**src/rtl/fetch_pc_unit.sv**
```systemverilog
// Fetch front end: fetch PC, predictor lookup, one-outstanding imem fetch and fetch queue.
// Optional FETCH_PERF_EN adds saturating fetched/flushed/stall counters.
module fetch_pc_unit #(
    parameter logic [31:0] RESET_PC = 32'h0000_0000,
    parameter int          FQ_DEPTH = 4
) (
    input  logic        clk,
    input  logic        resetn,
    output logic [31:0] old_PC,
    output logic        predict_en,
    input  logic [31:0] new_PC,
    input  logic        predict_jump,
    input  logic        redirect_valid,
    input  logic [31:0] redirect_pc,
    output logic        imem_req,
    output logic [31:0] imem_addr,
    input  logic        imem_gnt,
    input  logic        imem_rvalid,
    input  logic [31:0] imem_rdata,
    output logic        id_valid,
    input  logic        id_ready,
    output logic [31:0] id_pc,
    output logic [31:0] id_inst,
    output logic        id_pred_jump,
    output logic [31:0] id_pred_target
`ifdef FETCH_PERF_EN
    ,
    output logic [31:0] perf_fetched,
    output logic [31:0] perf_flushed,
    output logic [31:0] perf_stall
`endif
);

    localparam int AW = $clog2(FQ_DEPTH);
    localparam int CW = AW + 1;

    typedef enum logic [1:0] {FETCH, WAIT_RSP, DRAIN} state_t;

    state_t          state_q, state_d;
    logic [31:0]     pc_q;
    logic [CW-1:0]   count_q, count_d;
    logic [AW-1:0]   rd_q, wr_q;
    logic            req_q;
    logic [31:0]     if_pc_q, if_tgt_q;
    logic            if_jmp_q;

    logic [31:0]     fq_pc_q   [FQ_DEPTH];
    logic [31:0]     fq_inst_q [FQ_DEPTH];
    logic [31:0]     fq_tgt_q  [FQ_DEPTH];
    logic            fq_jmp_q  [FQ_DEPTH];

    logic            waiting, grant, push, pop;
    logic            unused_pc_lsbs;

    assign unused_pc_lsbs = ^{new_PC[1:0], redirect_pc[1:0]};

    assign waiting = (state_q != FETCH);
    assign grant   = req_q && imem_gnt;
    assign push    = !redirect_valid && (state_q == WAIT_RSP) && imem_rvalid;
    assign pop     = !redirect_valid && id_valid && id_ready;

    assign old_PC     = pc_q;
    assign imem_addr  = pc_q;
    assign imem_req   = req_q;
    assign predict_en = req_q;

    assign id_valid       = (count_q != '0);
    assign id_pc          = fq_pc_q[rd_q];
    assign id_inst        = fq_inst_q[rd_q];
    assign id_pred_jump   = fq_jmp_q[rd_q];
    assign id_pred_target = fq_tgt_q[rd_q];

    // A grant in the redirect cycle still leaves a response to swallow.
    always_comb begin
        state_d = state_q;
        if (redirect_valid) begin
            state_d = ((waiting && !imem_rvalid) || grant) ? DRAIN : FETCH;
        end else begin
            unique case (state_q)
                FETCH:    if (grant)       state_d = WAIT_RSP;
                WAIT_RSP: if (imem_rvalid) state_d = FETCH;
                DRAIN:    if (imem_rvalid) state_d = FETCH;
                default:                   state_d = FETCH;
            endcase
        end
    end

    always_comb begin
        count_d = count_q + CW'(push) - CW'(pop);
        if (redirect_valid) count_d = '0;
    end

    always_ff @(posedge clk or negedge resetn) begin
        if (!resetn) begin
            state_q  <= FETCH;
            pc_q     <= RESET_PC;
            count_q  <= '0;
            rd_q     <= '0;
            wr_q     <= '0;
            req_q    <= 1'b0;
            if_pc_q  <= '0;
            if_tgt_q <= '0;
            if_jmp_q <= 1'b0;
            for (int i = 0; i < FQ_DEPTH; i++) begin
                fq_pc_q[i]   <= '0;
                fq_inst_q[i] <= '0;
                fq_tgt_q[i]  <= '0;
                fq_jmp_q[i]  <= 1'b0;
            end
        end else begin
            state_q <= state_d;
            count_q <= count_d;
            // Request only with a queue slot reserved for its response.
            req_q   <= (state_d == FETCH) && (count_d < CW'(FQ_DEPTH));
            if (redirect_valid) begin
                pc_q <= {redirect_pc[31:2], 2'b00};
                rd_q <= '0;
                wr_q <= '0;
            end else begin
                if (grant) begin
                    pc_q     <= {new_PC[31:2], 2'b00};
                    if_pc_q  <= pc_q;
                    if_jmp_q <= predict_jump;
                    if_tgt_q <= {new_PC[31:2], 2'b00};
                end
                if (push) begin
                    fq_pc_q[wr_q]   <= if_pc_q;
                    fq_inst_q[wr_q] <= imem_rdata;
                    fq_jmp_q[wr_q]  <= if_jmp_q;
                    fq_tgt_q[wr_q]  <= if_tgt_q;
                    wr_q            <= wr_q + AW'(1);
                end
                if (pop) rd_q <= rd_q + AW'(1);
            end
        end
    end

`ifdef FETCH_PERF_EN
    logic [31:0] perf_fetched_q, perf_flushed_q, perf_stall_q;
    logic [32:0] flush_sum;
    logic        drain_drop;

    assign drain_drop = (state_q == DRAIN) && imem_rvalid;
    assign flush_sum  = {1'b0, perf_flushed_q}
                      + (redirect_valid ? 33'(count_q) : 33'd0)
                      + 33'(drain_drop);

    always_ff @(posedge clk or negedge resetn) begin
        if (!resetn) begin
            perf_fetched_q <= '0;
            perf_flushed_q <= '0;
            perf_stall_q   <= '0;
        end else begin
            if (push && perf_fetched_q != '1)
                perf_fetched_q <= perf_fetched_q + 32'd1;
            perf_flushed_q <= flush_sum[32] ? '1 : flush_sum[31:0];
            if (state_q == FETCH && count_q == CW'(FQ_DEPTH)
                && perf_stall_q != '1)
                perf_stall_q <= perf_stall_q + 32'd1;
        end
    end

    assign perf_fetched = perf_fetched_q;
    assign perf_flushed = perf_flushed_q;
    assign perf_stall   = perf_stall_q;
`endif

endmodule

```
**config.mk**
```make
export PLATFORM = sky130hd
export DESIGN_NAME = fetch_pc_unit
export DESIGN_NICKNAME = d
export VERILOG_FILES = /design/src/rtl/fetch_pc_unit.sv
export SDC_FILE = /design/constraint.sdc
export NUM_CORES = 1
export LEC_CHECK = 0
export CAP_MARGIN = 5
export CORE_MARGIN = 2
export CORE_UTILIZATION = 56
export DETAILED_ROUTE_END_ITERATION = 6
export GPL_TIMING_DRIVEN = 1
export PLACE_DENSITY = 0.88
export SYNTH_ARGS = -nofsm -noshare
export SYNTH_HDL_FRONTEND = slang
export SYNTH_SLANG_ARGS = --single-unit
```
**constraint.sdc**
```tcl
create_clock -name clk -period 2.4 [get_ports clk]
set_input_delay 0.48 -clock clk [delete_from_list [all_inputs] [get_ports clk]]
set_output_delay 0.48 -clock clk [all_outputs]
set_load 0.05 [all_outputs]
```
==> flow_metrics.py <==
metrics = {
    "layout": {
        "final_util_pct": 70.5,
        "stdcell_count": 2025,
        "nets": 1634,
        "areaGrowthSynthToFinish_pct": 24.9,
        "drive_above_1_share_pct": 36.5,
        "final_common_cell": "dfrtp_1",
        "layout_common_cells": "dfrtp_1, mux2_2, mux2_1",
        "n_antenna_cell": 0,
        "stdcell_area_mm2": 0.0257,
    },
    "critical_path": {
        "cp.buffers_inverters": 3,
        "setup.worst_path.class": "reg2out",
        "cp.arrival_ns": 2.13,
        "slowest_stage": "mux4_2",
        "crit_chain": "buf_12 > buf_16 > mux4_2 > buf_6",
        "worstSetupStartpointType": "flip-flop",
        "crit_fanout": 19,
        "crit_family": "multiplexers",
        "cpPeakStageDelay_ns": 0.59,
        "crit_required_ns": 1.92,
        "endpoint_kind": "output port",
    },
    "global_routing": {
        "grt_pass1_vias": 13208,
        "grt_overflow": 0,
        "track_usage_pct": 25.5,
        "grt_max_degree": 93,
        "antenna_found_initial": 0,
        "grt_pass1_wl_um": 75100,
    },
    "timing": {
        "finClkSkew_ns": 0.0140,
        "hold_violations": 0,
        "drv_slew": 0,
        "max_slew.worst_pin.slew_ns": 0.537,
        "fin_hold_ws_ns": 0.445,
        "relSlewSlack_pct": 64.1,
        "setup_ws_ns": -0.207,
        "fmax_mhz": 384,
        "rsz0062_at_grt": "true",
        "finalCritPeriodShare_pct": 109,
        "setup_violations": 93,
        "fin_crit_ns": 2.61,
    },
    "placed_design": {
        "dp_cells": 1922,
        "place_congestion": 0.774,
        "place_area_mm2": 0.0234,
        "place_hpwl_um": 28700,
        "portBuffers": 254,
    },
    "synthesis": {
        "seq_area_frac_synth_pct": 57.5,
        "ys_ff_latch": 473,
        "syn_inst": 1261,
        "synth.distinct_cells": 36,
        "synthArstFlopShare_pct": 100,
        "yosys_warnings": 0,
        "synth_ff_type": "dfrtp_1",
        "syn_area_mm2": 0.0206,
        "synth_edf_count": 0,
        "avgSynthCellArea_um2": 16.3,
    },
    "outcome": {
        "violations": "setup timing",
        "outcome": "complete, but fails checks",
    },
    "die": {
        "die_w_um": 196,
        "start_util_pct": 56.5,
        "row_count": 70,
        "core_area_mm2": 0.0364,
        "chipHeight_um": 196,
        "pin_count": 267,
        "dieArea_mm2": 0.0383,
    },
    "drt": {
        "avgRoutedWirePerCell_um": 23.2,
        "drtIter0Drc": 499,
        "vias_per_cell": 5.83,
        "vias": 11808,
        "route.detailed.drc": 0,
        "routed_wl_um": 47000,
        "ant_nets": 0,
        "first_pass_iters": 4,
    },
    "clocking": {
        "cts_sinks": 473,
        "cts_max_path_buffers": 3,
        "clkLatencyLatePin_ns": 0.57,
        "cts_tree": "built",
        "cts_buffers": 48,
        "clkTransAtPathRegs_ns": 0.06,
        "h-tree-depth": 2,
        "root_buffer": "clkbuf_16",
    },
    "power": {
        "irDropWorstVdd_v": 0.00105,
        "p_total_mw": 30.0,
        "power_density_mw_per_mm2": 1170,
        "p_leak_nw": 12.5,
    },
    "hold_path": {
        "min_path_type": "in2async",
    },
    "flow_run": {
        "cap_violations": 0,
    },
}
==> per-layer routing <==
metal	global-route usage, %	wire, µm
met4	8.73	1310
met2	42.4	23600
met5	0	0
met1	34.3	19800
met3	4.80	2240
==> per-stage QoR <==
stage / TNS (ns) / setup WS, ns
after global placement: -0.256 / -0.188
after CTS: -20.22 / -0.275
final: -14.36 / -0.207
after detailed placement: -0.267 / -0.198
after global routing: -19.72 / -0.262
after floorplan: 0 / 0.0527
==> timing repair <==
item                                    in CTS  in global routing
gates cloned                                 6                  0
resized for setup                          110                 17
endpoints found under the hold margin       43                  0
endpoints found under the setup margin      96                100
hold buffers                                 1                  0
buffers inserted                            10                  2
pin swaps                                    0                  4
==> registers in the layout, summed over array words and instances (netlist names) <==
name	flops
if_pc_q	30
fq_jmp_q	4
imem_addr	30
if_jmp_q	1
fq_inst_q	128
imem_req	1
fq_pc_q	120
wr_q	2
count_q	3
fq_tgt_q	120
state_q	2
if_tgt_q	30
rd_q	2
==> power by group <==
| group | internal, mW | switching, mW | total [mW] |
|---|---|---|---|
| clock | 4.36 | 3.03 | 7.40 |
| sequential | 9.51 | 1.26 | 10.8 |
| combinational | 5.16 | 6.67 | 11.8 |
==> cell usage after synthesis (2+ instances only) <==
master    count  area [µm²]
nand2_1      36         135
nor2_1        8        30.0
xor2_1        2        17.5
dfrtp_1     473       11800
buf_2        35         175
mux2_1      210        2360
nor2b_1       2        12.5
mux2_2      223        2510
mux2i_1      30         300
ha_1          9         113
buf_1         6        22.5
o21ai_0      30         150
inv_1         7        26.3
buf_4        42         315
clkbuf_1     12        45.0
and3b_1       2        17.5
mux4_2       93        2090
buf_6        23         259
==> worst paths after layout <==
| path | from | to | slack (ns) | depth (start not counted) |
|---|---|---|---|---|
| min | resetn | fq_inst_q[101] | 0.45 | 2 |
| max in group asynchronous | resetn | rd_q[1] | 1.02 | 3 |
| max | rd_q[0] | id_pred_target[16] | -0.21 | 4 |
| max reg2reg | state_q[1] | imem_req | 0.12 | 12 |
| min in group clk | redirect_pc[24] | imem_addr[24] | 0.47 | 3 |
| min reg2reg | fq_tgt_q[27] | fq_tgt_q[27] | 0.48 | 1 |
==> area by class of cell <==
type                    count  area, µm²
flip-flops and latches    473      11800
fillers                  2231      10700
clock buffers              73       1450
repair buffers            321       3680
well taps                 468        586
clock inverters            13        124
multi-input cells         670       7990
inverters                   7       26.3
==> worst reg2reg max path, cell delays in order (launching register included) <==
cell and delay [ns]:
dfrtp_1 0.41, inv_2 0.11, ha_4 0.15, and3b_1 0.18, inv_1 0.05, ha_1 0.26
inv_1 0.06, ha_1 0.13, inv_1 0.05, fa_2 0.32, xnor3_1 0.21, nor2_2 0.05
nor4_2 0.21
==> logic make-up after synthesis <==
kind of cell | Yosys count | synth area share, %
simple gates | 55 | 1.17
fa+ha+maj | 10 | 0.644
mux | 556 | 35.3
compound gates | 37 | 1.01
xor+xnor | 4 | 0.237
buf+inv | 125 | 4.10
flops | 473 | 57.5
other cells | 1 | 0.0182
Power figures use the tool's default switching activity.
